**config.mk**
```make
export PLATFORM = sky130hd
export DESIGN_NAME = mem_io_responder
export DESIGN_NICKNAME = d
export VERILOG_FILES = /design/src/rtl/elc3_mem_pkg.sv /design/src/rtl/mmio_regs.sv /design/src/rtl/mem_io_responder.sv
export SDC_FILE = /design/constraint.sdc
export NUM_CORES = 1
export LEC_CHECK = 0
export ABC_AREA = 1
export CORE_MARGIN = 2
export CORE_UTILIZATION = 55
export DETAILED_ROUTE_END_ITERATION = 8
export DONT_BUFFER_PORTS = 1
export GPL_ROUTABILITY_DRIVEN = 0
export PLACE_DENSITY = 0.72
export SETUP_SLACK_MARGIN = 0.02
export SLEW_MARGIN = 20
export SYNTH_ARGS = -nofsm -noshare
export SYNTH_HDL_FRONTEND = slang
export SYNTH_HIERARCHICAL = 1
export SYNTH_SLANG_ARGS = --single-unit
```
**constraint.sdc**
```tcl
create_clock -name Clk -period 3.2 [get_ports Clk]
set_clock_uncertainty 0.2 [all_clocks]
set_input_delay 0.64 -clock Clk [delete_from_list [all_inputs] [get_ports Clk]]
set_output_delay 0.64 -clock Clk [all_outputs]
set_load 0.005 [all_outputs]
```
**src/rtl/elc3_mem_pkg.sv**
```systemverilog
// Shared types and memory-map constants for the eLC-3 memory responder.
package elc3_mem_pkg;

  typedef enum logic [1:0] {IDLE, RAM, IO, DONE} mem_state_t;

  localparam logic [15:0] KBSR_ADDR = 16'hFE00;
  localparam logic [15:0] KBDR_ADDR = 16'hFE02;
  localparam logic [15:0] DSR_ADDR  = 16'hFE04;
  localparam logic [15:0] DDR_ADDR  = 16'hFE06;
  localparam logic [15:0] MCR_ADDR  = 16'hFFFE;
  localparam logic [6:0]  IO_PAGE   = 7'h7F;

endpackage

```
**src/rtl/mmio_regs.sv**
```systemverilog
// Memory-mapped keyboard/display (and optional MCR, macro ELC3_MCR_EN) registers
// with their device handshakes; accesses take effect in the responder's DONE cycle.
module mmio_regs
  import elc3_mem_pkg::*;
#(
  parameter int unsigned ADDR_W = 16,
  parameter int unsigned DATA_W = 16
) (
  input  logic              clk,
  input  logic              rst_n,
  input  logic              wr_en,
  input  logic              rd_done,
  input  logic [ADDR_W-1:0] addr,
  input  logic [7:0]        wr_data,
`ifdef ELC3_MCR_EN
  input  logic              wr_msb,
  output logic              halt,
`endif
  output logic [DATA_W-1:0] rdata_c,
  input  logic              kb_valid,
  input  logic [7:0]        kb_data,
  output logic              disp_valid,
  output logic [7:0]        disp_data,
  input  logic              disp_ready
);

  logic       kbsr_q, kbsr_d;
  logic [7:0] kbdr_q, kbdr_d;
  logic       disp_valid_q, disp_valid_d;
  logic [7:0] disp_data_q, disp_data_d;
  logic       kb_clr;
`ifdef ELC3_MCR_EN
  logic [15:0] mcr_q, mcr_d;
`endif

  // DSR ready is exactly "no character pending", so it is not stored separately.
  always_comb begin
    kbsr_d       = kbsr_q;
    kbdr_d       = kbdr_q;
    disp_valid_d = disp_valid_q;
    disp_data_d  = disp_data_q;
    kb_clr       = rd_done && (addr == ADDR_W'(KBDR_ADDR));
`ifdef ELC3_MCR_EN
    mcr_d        = mcr_q;
`endif
    if (kb_clr)
      kbsr_d = 1'b0;
    if (kb_valid && (!kbsr_q || kb_clr)) begin
      kbsr_d = 1'b1;
      kbdr_d = kb_data;
    end
    if (disp_valid_q && disp_ready)
      disp_valid_d = 1'b0;
    if (wr_en && (addr == ADDR_W'(DDR_ADDR)) && !disp_valid_q) begin
      disp_valid_d = 1'b1;
      disp_data_d  = wr_data;
    end
`ifdef ELC3_MCR_EN
    if (wr_en && (addr == ADDR_W'(MCR_ADDR)) && !wr_msb)
      mcr_d[15] = 1'b0;
`endif
  end

  always_comb begin
    rdata_c = '0;
    if (addr == ADDR_W'(KBSR_ADDR))      rdata_c = DATA_W'({kbsr_q, 15'b0});
    else if (addr == ADDR_W'(KBDR_ADDR)) rdata_c = DATA_W'(kbdr_q);
    else if (addr == ADDR_W'(DSR_ADDR))  rdata_c = DATA_W'({!disp_valid_q, 15'b0});
`ifdef ELC3_MCR_EN
    else if (addr == ADDR_W'(MCR_ADDR))  rdata_c = DATA_W'(mcr_q);
`endif
  end

  always_ff @(posedge clk or negedge rst_n) begin
    if (!rst_n) begin
      kbsr_q       <= 1'b0;
      kbdr_q       <= 8'h00;
      disp_valid_q <= 1'b0;
      disp_data_q  <= 8'h00;
`ifdef ELC3_MCR_EN
      mcr_q        <= 16'h8000;
`endif
    end else begin
      kbsr_q       <= kbsr_d;
      kbdr_q       <= kbdr_d;
      disp_valid_q <= disp_valid_d;
      disp_data_q  <= disp_data_d;
`ifdef ELC3_MCR_EN
      mcr_q        <= mcr_d;
`endif
    end
  end

  assign disp_valid = disp_valid_q;
  assign disp_data  = disp_data_q;
`ifdef ELC3_MCR_EN
  assign halt = ~mcr_q[15];
`endif

endmodule

```
**src/rtl/mem_io_responder.sv**
```systemverilog
// eLC-3 memory target: routes MIO_EN accesses to wait-stated async SRAM or MMIO registers
// and pulses R on completion. Macro ELC3_MCR_EN adds the MCR register and halt output.
module mem_io_responder
  import elc3_mem_pkg::*;
#(
  parameter int unsigned WAIT_CYCLES = 2,
  parameter int unsigned ADDR_W      = 16,
  parameter int unsigned DATA_W      = 16
) (
  input  logic              Clk,
  input  logic              Reset_n,
  input  logic              MIO_EN,
  input  logic              R_W,
  input  logic [ADDR_W-1:0] Addr,
  input  logic [DATA_W-1:0] Data_In,
  output logic [DATA_W-1:0] Data_Out,
  output logic              R,
  output logic [ADDR_W-1:0] sram_addr,
  output logic [DATA_W-1:0] sram_wdata,
  input  logic [DATA_W-1:0] sram_rdata,
  output logic              sram_ce_n,
  output logic              sram_oe_n,
  output logic              sram_we_n,
  input  logic              kb_valid,
  input  logic [7:0]        kb_data,
  output logic              disp_valid,
  output logic [7:0]        disp_data,
  input  logic              disp_ready
`ifdef ELC3_MCR_EN
  , output logic            halt
`endif
);

  localparam int unsigned CNT_W = 4;
  localparam logic [CNT_W-1:0] RD_LAST = CNT_W'(WAIT_CYCLES - 1);
  // A one-cycle write still needs we_n to rise before ce_n, so it gets two cycles.
  localparam logic [CNT_W-1:0] WR_LAST = (WAIT_CYCLES == 1) ? CNT_W'(1) : RD_LAST;

  mem_state_t        state_q, state_d;
  logic [CNT_W-1:0]  cnt_q, cnt_d;
  logic [ADDR_W-1:0] addr_q, addr_d;
  logic              rw_q, rw_d;
  logic [DATA_W-1:0] wdata_q, wdata_d;
  logic [DATA_W-1:0] dout_q, dout_d;
  logic              r_q, r_d;
  logic              ce_n_q, ce_n_d, oe_n_q, oe_n_d, we_n_q, we_n_d;
  logic              io_q, mmio_wr, mmio_rd;
  logic [DATA_W-1:0] mmio_rdata;

  assign io_q = (addr_q[ADDR_W-1 -: 7] == IO_PAGE);

  // Next state, captured access fields and read data.
  always_comb begin
    state_d = state_q;
    cnt_d   = cnt_q;
    addr_d  = addr_q;
    rw_d    = rw_q;
    wdata_d = wdata_q;
    dout_d  = dout_q;
    mmio_wr = 1'b0;
    mmio_rd = 1'b0;
    case (state_q)
      IDLE: if (MIO_EN) begin
        addr_d  = Addr;
        rw_d    = R_W;
        wdata_d = Data_In;
        cnt_d   = '0;
        state_d = (Addr[ADDR_W-1 -: 7] == IO_PAGE) ? IO : RAM;
      end
      RAM: if (cnt_q == (rw_q ? WR_LAST : RD_LAST)) begin
        state_d = DONE;
        cnt_d   = '0;
        if (!rw_q) dout_d = sram_rdata;
      end else begin
        cnt_d = cnt_q + CNT_W'(1);
      end
      IO: begin
        state_d = DONE;
        if (!rw_q) dout_d = mmio_rdata;
      end
      DONE: begin
        state_d = IDLE;
        mmio_wr = rw_q && io_q;
        mmio_rd = !rw_q && io_q;
      end
      default: state_d = IDLE;
    endcase
    r_d    = (state_d == DONE);
    ce_n_d = !(state_d == RAM);
    oe_n_d = !((state_d == RAM) && !rw_d);
    we_n_d = !((state_d == RAM) && rw_d && (cnt_d != WR_LAST));
  end

  always_ff @(posedge Clk or negedge Reset_n) begin
    if (!Reset_n) begin
      state_q <= IDLE;
      cnt_q   <= '0;
      addr_q  <= '0;
      rw_q    <= 1'b0;
      wdata_q <= '0;
      dout_q  <= '0;
      r_q     <= 1'b0;
      ce_n_q  <= 1'b1;
      oe_n_q  <= 1'b1;
      we_n_q  <= 1'b1;
    end else begin
      state_q <= state_d;
      cnt_q   <= cnt_d;
      addr_q  <= addr_d;
      rw_q    <= rw_d;
      wdata_q <= wdata_d;
      dout_q  <= dout_d;
      r_q     <= r_d;
      ce_n_q  <= ce_n_d;
      oe_n_q  <= oe_n_d;
      we_n_q  <= we_n_d;
    end
  end

  mmio_regs #(.ADDR_W(ADDR_W), .DATA_W(DATA_W)) u_mmio (
    .clk        (Clk),
    .rst_n      (Reset_n),
    .wr_en      (mmio_wr),
    .rd_done    (mmio_rd),
    .addr       (addr_q),
    .wr_data    (wdata_q[7:0]),
`ifdef ELC3_MCR_EN
    .wr_msb     (wdata_q[15]),
    .halt       (halt),
`endif
    .rdata_c    (mmio_rdata),
    .kb_valid   (kb_valid),
    .kb_data    (kb_data),
    .disp_valid (disp_valid),
    .disp_data  (disp_data),
    .disp_ready (disp_ready)
  );

  assign Data_Out   = dout_q;
  assign R          = r_q;
  assign sram_addr  = addr_q;
  assign sram_wdata = wdata_q;
  assign sram_ce_n  = ce_n_q;
  assign sram_oe_n  = oe_n_q;
  assign sram_we_n  = we_n_q;

endmodule

```
# [Word-level counts from Yosys, hierarchy flattened]
# Index checks and enable logic that the tools add are counted.
[classes] muxes=22 add_sub_neg=1 n_reduce_logical=24 eq_ne=16
[ops] cell="16-bit 2-to-1 mux" n=6
[ops] cell="16-bit equality test (second input constant)" n=4
[ops] cell="16-bit one-hot mux with 2 select lines" n=1
[ops] cell="7-bit equality test (second input constant)" n=2
[ops] cell="1-bit logical AND" n=10
[ops] cell="1-bit 2-to-1 mux" n=8
[ops] cell="4-bit 2-to-1 mux" n=2
[ops] cell="2-bit one-hot mux with 4 select lines" n=1
[ops] cell="4-bit one-hot mux with 2 select lines" n=1
[ops] cell="1-bit zero test" n=7
[ops] cell="2-bit equality test (second input constant)" n=3
[ops] cell="2-bit 2-to-1 mux" n=3
[ops] cell="2-bit inequality test (second input constant)" n=3
[ops] cell="2-bit nonzero test" n=3
[ops] cell="4-bit by 1-bit adder with 4-bit output (second input constant)" n=1
[ops] cell="2-bit by 1-bit equality test with 1-bit output (second input constant)" n=2
[ops] cell="4-bit by 1-bit equality test with 1-bit output (second input constant)" n=1
[ops] cell="4-bit by 1-bit inequality test with 1-bit output (second input constant)" n=1
[ops] cell="4-bit AND reduction" n=1
[ops] cell="2-bit zero test" n=1
[ops] cell="2-bit AND reduction" n=1
[ops] cell="1-bit logical OR" n=1
[word_totals] inputBits=62 word_cells=77 regBits=77 out_inout_bits=61

# [Longest topological paths before layout]
# Gate-level depths: netlist (run 1).
[depth] depth_word=8 mapped_depth=10 mapped_depth_nobuf=10

# [Cells and area by module]
# Netlist (run 1), hierarchy kept.
[by_module_without_submodules] module="mem_io_responder" instances=1 cells_each=293 area_per_inst_um2=2726.4
[by_module_without_submodules] module="mmio_regs" instances=1 cells_each=126 area_per_inst_um2=1023.5

# [Worst setup path before layout (run 1)]
# Ideal clock, no wire load.
[synth_timing] path_type="register to register" from="reg state_q[0]" to="reg dout_q[10], in the netlist Data_Out[10]" path_buffers=2 required_ns=2.881 setup_time_ns=0.119 arrival_time_ns=1.276 path_stages_with_launch=9 slack_ns=1.605 cell_sequence="dfrtp_1 > inv_1 > ha_1 > buf_6 > nor2_2 > nor2_4 > nand2_4 > buf_6 > o21ai_2"
[synth_via] elab_chain_cells=3
[synth_lines] item="start, declared" line_no="mem_io_responder.sv:39" source="mem_state_t state_q, state_d;"
[synth_lines] item="start signal, assigned" line_no="mem_io_responder.sv:107" source="state_q <= state_d;"
[synth_lines] item="2-bit by 1-bit equality test with 1-bit output or 2-bit equality test (tied branches)" line_no="mem_io_responder.sv:62" source="case (state_q)"
[synth_lines] item="2-bit inequality test (no source line) or 2-bit nonzero test (tied branches)"
[synth_lines] item="4-bit AND reduction (no source line)"
[synth_lines] item="end signal, assigned" line_no="mem_io_responder.sv:112" source="dout_q <= dout_d;"
[synth_lines] item="end, declared" line_no="mem_io_responder.sv:44" source="logic [DATA_W-1:0] dout_q, dout_d;"
# Several ways; a longest one is shown, not always the timed one.
# A chain may end at the register's enable or synchronous reset.

# [Worst setup path after layout (run 1)]
[layout_timing] from="reg state_q[0]" to="reg addr_q[10], in the netlist sram_addr[10]"
[layout_via] elab_chain_cells=2
[layout_lines] item="2-bit zero test" line_no="mem_io_responder.sv:62"
[layout_lines] item="2-bit AND reduction (no source line)"
[layout_lines] item="end signal, assigned" line_no="mem_io_responder.sv:109" source="addr_q <= addr_d;"
[layout_lines] item="end, declared" line_no="mem_io_responder.sv:41" source="logic [ADDR_W-1:0] addr_q, addr_d;"
# Every way passes these cells.

==> results of run 1 <==
[through the flow]
stage               instance area (um2)  setup slack, ns
floorplan                          3770             1.61
CTS                                3980             1.14
detailed placement                 3720             1.14
global route                       3980            0.940
finish                             3980             1.19
global placement                   3720             1.26
[state kept, by name (all words and copies together) (netlist names), 2 cells and up]
register          cells
Data_Out             16
cnt_q                 4
sram_addr            16
sram_wdata           16
state_q               2
u_mmio/disp_data      8
u_mmio/kbdr_q         8
[report_power, final]
group | switching, uW | internal [uW] | leakage, uW | total (uW)
Combinational | 639 | 386 | 0.000936 | 1030
Sequential | 357 | 1340 | 0.000971 | 1690
Clock | 357 | 459 | 0.000112 | 816
[cells in the final DEF, fill, tap and decap left out, types with 4 or more instances in the layout]
master | netlist | routed
nand2_2 | 9 | 9
nand3_2 | 4 | 4
conb_1 | 1 | 7
nand4_1 | 4 | 4
nand2_1 | 160 | 160
nand3_1 | 17 | 17
inv_1 | 37 | 37
clkbuf_8 | 0 | 10
nor2_1 | 19 | 19
nor2_2 | 6 | 6
ha_1 | 6 | 6
o21ai_2 | 23 | 23
dfrtp_1 | 74 | 74
mux2i_1 | 16 | 16
[kinds of logic after synthesis]
family / count (synthesis) / synth area share
AOI/OAI and AO/OA: 29 / 0.0617
adders and majority gates: 6 / 0.0200
buffers and inverters: 59 / 0.0821
DFF: 77 / 0.515
muxes: 16 / 0.0427
other: 1 / 0.00100
and+or+nand+nor: 231 / 0.278
[critical path: stages (launching register included)]
cell,delay [ns]
dfrtp_1,0.41
inv_1,0.11
ha_1,0.27
nand2_2,0.08
inv_1,0.66
nand2_1,0.14
nand2_1,0.09
[routing by layer]
layer  vias up  wire length (um)  track usage
li1       1295                 -            -
met1      1192              3090        0.250
met2        87              3570        0.346
met3        15               577       0.0771
met4         0               172        0.105
met5         -                 0            0
[worst paths after layout]
| check | end | startpoint | cells past startpoint |
|---|---|---|---|
| max | sram_addr[10] | state_q[0] | 6 |
| min | u_mmio/disp_valid | disp_ready | 1 |
| max reg2reg | sram_addr[10] | state_q[0] | 6 |
| min reg2reg | u_mmio/kbdr_q[2] | u_mmio/kbdr_q[2] | 2 |
| max in group asynchronous | sram_oe_n | Reset_n | 2 |
| min in group asynchronous | Data_Out[14] | Reset_n | 2 |
[area by class of cell]
cell class | count | share of cell area
tap | 80 | 0.0251
multi-input combinational | 289 | 0.385
inverter | 38 | 0.0358
timing repair buffer | 4 | 0.0132
clock inverter | 6 | 0.0217
sequential | 77 | 0.485
clock buffer | 10 | 0.0345
[timing repair]
| item | CTS | global route |
|---|---|---|
| buffers inserted | 0 | 0 |
| hold endpoints to repair | 77 | 0 |
| hold buffers | 2 | 0 |
| endpoints found under the setup margin | 0 | 0 |
==> results.md, run 1 <==
- Later-pin clock latency in the skew report: about 0.35 ns
- Final nets: around 490
- WL/cell: 14.7 um
- Flop2flop setup slack: between 1 and 1.5 ns
- First-pass GRT wire length: between 10000 and 15000 um
- Core Rows: 30
- Initial core utilization: 0.561
- Dominant synthesized flop cell: dfrtp_1
- Die area: approximately 0.0075 mm2
- Antenna violations before repair: 0
- WP data required: about 3.3 ns
- Crit share post-route: 0.630
- FF/Latch Area: approximately 0.0019 mm2
- Detail Placement HPWL: approximately 5200 um
- Number of top-level pins: 123
- WP data arrival: 2.10 ns
- Fraction of layout cells with a size suffix above 1: 0.172
- Final Non-Filler Cells: about 500
- Layout Utilization: 0.596
- Tmin final: roughly 2.0 ns
- Cts repair resizes: 0
- Synth area leader: dfrtp_1
- Peak supply drop: between 0.4 and 0.5 mV
- Register area share after synthesis: 0.515
- Synth top cells by count: 160 x nand2_1, 74 x dfrtp_1, 37 x inv_1, 23 x o21ai_2, 19 x nor2_1
- Gr usage total: 0.213
- Syn avg cell area: between 8 and 9 um2
- Slew Viols, Final: 0
- Vias in the first global route: 2629
- Top cells by area, synth: dfrtp_1 49%, nand2_1 16%, o21ai_2 5.4%
- Synth Cell Area: roughly 0.0037 mm2
- PD cells: 887 mW/mm2
- Layout Area Growth over Synthesis: 6.24%
- Post-synth EDFFs: 0
- Total routed wirelength: around 7400 um
- Maxcap violations: 0
- Setup crit start kind: flop
- Routed Antenna Nets: 0
- CTS clk-pin slew, worst paths: around 0.08 ns
- TritonCTS Buffers: 9
- Crit-path max FO: 31
- Mapped Cells: roughly 420
- Multi-input combinational cell area: approximately 0.0015 mm2
- Vias: 2589
- Unrepaired setup endpoints after global routing: false
- Clock Path Buffers: 2
- Grt total ovfl: 0
- Worst setup EP type: flop
- # diodes: 0
- Clk sinks: 77
- Buffers on Ports: 0
- Die height: between 80 and 90 um
- Root buffer cell: clkbuf_8
- Share of the synthesized area in the top cell type: 0.494
- DRC viols: 0
- Path type of the worst setup path: reg -> reg
- Fmax: roughly 500 MHz
- Leak: about 0.002 uW
- Worst hold path class: in -> reg
- # fillers: ~600
- Core ar.: around 0.0067 mm2
- Setup TNS: 0 ns
- Iteration-0 DRC Markers: 58
- Ys async rst share: 1.00
- Fin. Hold Viols: 0
- # setup viols final: 0
- Pre-antenna DRT Iters: 4
- Yosys cell types: 29
- Yosys reg bits: 77
- H-tree levels: 3
- Worst slew pin tran: 0.910 ns
- Synthesis warning total: 6
- Count leader, synth: nand2_1
- Final Power: ~3500 uW
- CTS tree: built
- Largest net degree at the start of global routing: 78
- Slew HR: 0.392
- Placed cell count: between 400 and 500
- Vias per cell: 5.14
- Hold_ws: roughly 0.20 ns
- Status: finished clean
- Die X-Extent: roughly 87 um
No activity file was read; power rests on OpenSTA's default activity.
==> inputs of run 2 (changes only) <==
Settings changed: PLACE_DENSITY 0.72 to 0.75.
Clock period 3.2 ns to 1.8 ns, I/O delays scaled along.
==> run 2 against run 1 <==
Effect of this change: the run now ends with negative hold slack left; largest cell class unchanged; cell count is 13% higher; sequential share of layout area is 7.4 points lower; critical path type unchanged; routed wire length is 21% higher; die area stayed put.
==> results.md, run 2 (synthesized netlist as in run 1, its figures left out) <==
- Status: finished, violations left (was finished clean)
- Failing checks: negative hold slack
- Worst Setup EP: u_mmio/kbdr_q[4] (was sram_addr[10])
- Crit-path max FO: 5 (was 31)
- Path type of the worst setup path: reg -> reg (unchanged)
- Worst setup EP type: flop (unchanged)
- Total routed wirelength: 8980 um (was 7410 um)
- Tmin final: 1.74 ns (was 2.01 ns)
- Core ar.: 0.00668 mm2 (unchanged)
- Routed Antenna Nets: 0 (unchanged)
- Iteration-0 DRC Markers: 181 (was 58)
- Clk sinks: 77 (unchanged)
- Die X-Extent: 86.6 um (unchanged)
- WL/cell: 15.8 um (was 14.7 um)
- Later-pin clock latency in the skew report: 0.35 ns (about the same)
- Hold_ws: -0.507 ns (was 0.199 ns)
- Die height: 86.6 um (unchanged)
- Critical R2R Capture: u_mmio/kbdr_q[4] (was sram_addr[10])
- H-tree levels: 3 (unchanged)
- Initial core utilization: 0.561 (unchanged)
- Crit share post-route: 0.969 (was 0.630)
- Setup crit start kind: flop (unchanged)
- Core Rows: 30 (unchanged)
- Global Route met2 Usage: 0.393 (was 0.346)
- # setup viols final: 0 (unchanged)
- Detail Placement HPWL: 5230 um (was 5220 um)
- # hold bufs at CTS: 55 (was 2)
- WP data arrival: 1.83 ns (was 2.10 ns)
- Pre-antenna DRT Iters: 5 (was 4)
- # diodes: 0 (unchanged)
- PD cells: 1400 mW/mm2 (was 887 mW/mm2)
- Largest net degree at the start of global routing: 78 (unchanged)
- Peak supply drop: 0.830 mV (was 0.437 mV)
- WP data required: 1.89 ns (was 3.28 ns)
- Fraction of layout cells with a size suffix above 1: 0.216 (was 0.172)
- Root buffer cell: clkbuf_8 (unchanged)
- # fillers: 490 (was 592)
- Unrepaired setup endpoints after global routing: true (was false)
- Fin. Hold Viols: 77 (was 0)
- Antenna violations before repair: 0 (unchanged)
- Placed cell count: 491 (was 486)
- Final Non-Filler Cells: 570 (was 504)
- CTS clk-pin slew, worst paths: 0.09 ns (was 0.08 ns)
- Layout Area Growth over Synthesis: 25.3% (was 6.24%)
- Met1 Use GR: 0.280 (was 0.250)
- Maxcap violations: 0 (unchanged)
- Busiest grt layer: met2 (unchanged)
- Buffers on Ports: 0 (unchanged)
- Clock Path Buffers: 2 (unchanged)
- Slew Viols, Final: 0 (unchanged)
- Number of top-level pins: 123 (unchanged)
- First-pass GRT wire length: 13600 um (was 12200 um)
- Vias per cell: 5.21 (was 5.14)
- Fmax: 573 MHz (was 496 MHz)
- Grt total ovfl: 0 (unchanged)
- Layout Utilization: 0.703 (was 0.596)
- Most frequent cells in the layout: 153 x nand2_1, 74 x dfrtp_1, 55 x dlygate4sd3_1, 35 x inv_1, 23 x o21ai_2 (was 160 x nand2_1, 74 x dfrtp_1, 37 x inv_1, 23 x o21ai_2, 19 x nor2_1)
- Most common cell after layout, fill and taps aside: nand2_1 (unchanged)
- Leak: 0.00229 uW (was 0.00202 uW)
- CTS tree: built (unchanged)
- Fin worst setup slack: 0.0562 ns (was 1.19 ns)
- Final nets: 553 (was 487)
- Flop2flop setup slack: 0.06 ns (was 1.19 ns)
- Reg-to-Reg Start: sram_addr[9] (was state_q[0])
- TritonCTS Buffers: 9 (unchanged)
- Worst hold path class: in -> async (was in -> reg)
- Gr usage total: 0.237 (was 0.213)
- Cell depth of the worst flop-to-flop path: 9 (was 6)
- Met3 Usage GRT: 0.0829 (was 0.0771)
- Die area: 0.00749 mm2 (unchanged)
- Vias: 2972 (was 2589)
- Vias in the first global route: 2949 (was 2629)
- Critical path origin: sram_addr[9] (was state_q[0])
- Pre-CTS setup slack: 0.0152 ns (was 1.14 ns)
- DRC viols: 0 (unchanged)
-- run 2: changes by cell type in the layout (fill, tap and decap cells not counted), sizes merged --
cell | previous run | this run
bufinv | 2 | 1
buf | 3 | 13
nand2 | 172 | 174
dlygate4sd3 | 1 | 55
clkbuf | 10 | 11
-- run 2: worst min-delay path by stage --
| stage | start | to | cells past startpoint |
|---|---|---|---|
| after detailed placement | Reset_n | Data_Out[12] | 0 |
| after global routing | Reset_n | sram_addr[12] | 0 |
| final | Reset_n | sram_addr[6] | 0 |
| after CTS | Reset_n | sram_wdata[4] | 0 |
| after global placement | Reset_n | cnt_q[2] | 0 |
| after floorplan | Reset_n | Data_Out[0] | 0 |
-- run 2: metrics by stage --
step / setup TNS [ns] / area, um2 / power [uW]
CTS: 0 / 4520 / 6350
global placement: 0 / 3760 / 4780
global route: -0.316 / 4700 / 7050
finish: 0 / 4700 / 6560
floorplan: 0 / 3770 / 4500
detailed placement: 0 / 3760 / 4890
-- run 2: metal layers --
layer / up-vias / share of wire
met1: 1368 / 0.39
li1: 1436 / -
met4: 0 / 0.032
met2: 142 / 0.51
met5: - / 0
met3: 26 / 0.071
-- run 2: timing repair --
item                                    in CTS  in global routing
gates cloned                                 0                  2
hold endpoints to repair                   132                 77
gates resized for setup                      1                 28
buffers inserted                             0                  6
pin swaps                                    1                 11
endpoints found under the setup margin      19                 58
-- run 2: power breakdown --
group | switching (uW) | internal (uW) | total [uW]
registers | 658 | 2380 | 3030
clock network | 635 | 681 | 1320
logic | 1310 | 901 | 2210
-- run 2: critical path, cell delays in order, from the launching register on --
cell	delay, ns
dfrtp_1	0.42
nand4_1	0.13
nor2_2	0.16
nand2_2	0.08
nor2_2	0.10
nand3_2	0.13
nand2_4	0.15
buf_4	0.13
nand3_1	0.07
nand2_1	0.10
-- run 2: area by class of cell --
type | instances | area (um2) | area share
multi-input cells | 291 | 1660 | 0.353
well taps | 80 | 100 | 0.0213
repair buffers | 68 | 664 | 0.141
flip-flops and latches | 77 | 1930 | 0.411
clock buffers | 11 | 141 | 0.0301
clock inverters | 5 | 60.1 | 0.0128
inverters | 38 | 143 | 0.0304
==> inputs of run 3 (changes only) <==
Settings changed: HOLD_SLACK_MARGIN from default to 0.12.
==> run 3 against run 2 <==
Effect of this change: the run still ends with negative hold slack left; sequential share of layout area fell by 0.22 points; die area is the same; worst hold slack worse by 0.00068 ns; via count is essentially flat; non-clock buffer count grew 6; routed wire length decreased by 2.9%; fmax down 0.53%; setup slack lost 0.0093 ns; clock-buffer cell count stayed put; largest cell class unchanged; highest routed layer unchanged.
==> results.md, run 3 (synthesized netlist as in run 1, its figures left out) <==
- Most common cell after layout, fill and taps aside: nand2_1 (unchanged)
- CTS clk-pin slew, worst paths: 0.09 ns (about the same)
- CTS tree: built (unchanged)
- Status: finished, violations left (unchanged)
- Core ar.: 0.00668 mm2 (unchanged)
- Cell depth of the worst flop-to-flop path: 9 (unchanged)
- Slew Viols, Final: 0 (unchanged)
- Final Power: 6470 uW (was 6560 uW)
- Failing checks: negative hold slack (unchanged)
- WL/cell: 15.2 um (was 15.8 um)
- Detail Placement HPWL: 5230 um (unchanged)
- Slowest cell on the critical path: dfrtp_1 (unchanged)
- TritonCTS Buffers: 9 (unchanged)
- PD cells: 1370 mW/mm2 (was 1400 mW/mm2)
- Final instance area: 0.00472 mm2 (was 0.00470 mm2)
- WP data arrival: 1.84 ns (was 1.83 ns)
- Root buffer cell: clkbuf_8 (unchanged)
- Placed Area: 0.00376 mm2 (unchanged)
- Clk sinks: 77 (unchanged)
- # fillers: 493 (was 490)
- Unrepaired setup endpoints after global routing: true (unchanged)
- Later-pin clock latency in the skew report: 0.35 ns (about the same)
- Crit-path max FO: 5 (unchanged)
- Final Non-Filler Cells: 575 (was 570)
- Gr usage total: 0.235 (was 0.237)
- Routed Antenna Nets: 0 (unchanged)
- # setup viols final: 0 (unchanged)
- Sequence of cells on the critical path: nand4_1 -> nor2_2 -> nand2_2 -> nor2_2 -> nand3_2 -> nand2_4 -> buf_4 -> nand3_1 -> nand2_1 (unchanged)
- Setup crit start kind: flop (unchanged)
- Vias in the first global route: 2893 (was 2949)
- Fin. Hold Viols: 77 (unchanged)
- Pre-antenna DRT Iters: 4 (was 5)
- Largest net degree at the start of global routing: 78 (unchanged)
- Maxcap violations: 0 (unchanged)
- Largest stage delay, worst path: 0.44 ns (was 0.42 ns)
- H-tree levels: 3 (unchanged)
- Die height: 86.6 um (unchanged)
- # diodes: 0 (unchanged)
- Fmax: 570 MHz (was 573 MHz)
- Initial core utilization: 0.561 (unchanged)
- Worst hold path class: in -> async (unchanged)
- Leak: 0.00231 uW (was 0.00229 uW)
- Iteration-0 DRC Markers: 200 (was 181)
- Die area: 0.00749 mm2 (unchanged)
- Die X-Extent: 86.6 um (unchanged)
- Vias per cell: 5.17 (was 5.21)
- Path type of the worst setup path: reg -> reg (unchanged)
- First-pass GRT wire length: 13500 um (was 13600 um)
- Worst setup EP type: flop (unchanged)
- Final nets: 558 (was 553)
- DRC viols: 0 (unchanged)
- Buffers on Ports: 0 (unchanged)
- Layout Area Growth over Synthesis: 26.0% (was 25.3%)
- Vias: 2974 (was 2972)
- Tmin final: 1.75 ns (was 1.74 ns)
- Placed cell count: 491 (unchanged)
- Setup TNS: 0 ns (unchanged)
- Hold_ws: -0.507 ns (about the same)
- Antenna violations before repair: 0 (unchanged)
- Number of top-level pins: 123 (unchanged)
- Total routed wirelength: 8720 um (was 8980 um)
- Grt total ovfl: 0 (unchanged)
- Crit share post-route: 0.974 (was 0.969)
- Core Rows: 30 (unchanged)
- Most frequent cells in the layout: 155 x nand2_1, 74 x dfrtp_1, 60 x dlygate4sd3_1, 36 x inv_1, 23 x o21ai_2 (was 153 x nand2_1, 74 x dfrtp_1, 55 x dlygate4sd3_1, 35 x inv_1, 23 x o21ai_2)
- WP data required: 1.89 ns (about the same)
- CP dominant cell by count: nor2_2 (unchanged)
- Flop2flop setup slack: 0.05 ns (was 0.06 ns)
- Clock Path Buffers: 2 (unchanged)
- Peak supply drop: 0.832 mV (was 0.830 mV)
- Fraction of layout cells with a size suffix above 1: 0.208 (was 0.216)
==> run 3: final cells by class <==
class | count | area [um2] | share of cell area
repair buffers | 74 | 726 | 0.154
well taps | 80 | 100 | 0.0212
inverters | 38 | 143 | 0.0302
flip-flops and latches | 77 | 1930 | 0.409
clock inverters | 5 | 60.1 | 0.0127
multi-input cells | 290 | 1620 | 0.344
clock buffers | 11 | 141 | 0.0299
==> run 3: worst max-delay path, delay by kind of cell, from the launching register on <==
family        cells  cell delay [ns]
flops             1             0.44
simple gates      8             0.91
buf+inv           1             0.13
==> run 3: layer usage <==
| layer | track usage | part of all wire | up-vias |
|---|---|---|---|
| met2 | 0.390 | 0.50 | 136 |
| met1 | 0.285 | 0.40 | 1372 |
| met3 | 0.0714 | 0.071 | 19 |
| met5 | 0 | 0 | - |
| met4 | 0.0994 | 0.024 | 0 |
| li1 | - | - | 1447 |
==> run 3: path summary, 6_finish.rpt <==
path                                  startpoint               end
worst max register to register      sram_addr[9]  u_mmio/kbdr_q[3]
max in group asynchronous                Reset_n         sram_oe_n
worst min register to register  u_mmio/kbdr_q[2]  u_mmio/kbdr_q[2]
worst min-delay path                     Reset_n      sram_addr[6]
min in group Clk                        Addr[13]        state_q[1]
worst max-delay path                sram_addr[9]  u_mmio/kbdr_q[3]
==> run 3: per-stage QoR <==
stage / setup WS [ns] / hold slack (ns) / utilization
2_1_floorplan: 0.205 / -0.136 / -
3_3_place_gp: 0.0609 / -0.132 / 0.563
3_5_place_dp: 0.0152 / -0.132 / 0.563
4_1_cts: 0.0283 / -0.522 / 0.683
5_1_grt: -0.0561 / -0.528 / 0.707
6_report: 0.0468 / -0.507 / 0.707
==> run 3: repair_timing <==
action,4_1_cts,5_1_grt
buffers inserted,0,7
resized for setup,1,24
pin swaps,1,11
cloned,0,1
hold buffers,59,1
setup endpoints to repair,19,58
endpoints found under the hold margin,139,79
==> run 3: power breakdown <==
part,internal (uW),total [uW],leakage (uW),switching (uW)
sequential,2380,3030,0.000971,658
clock,681,1330,0.0000995,645
combinational,872,2110,0.00124,1240
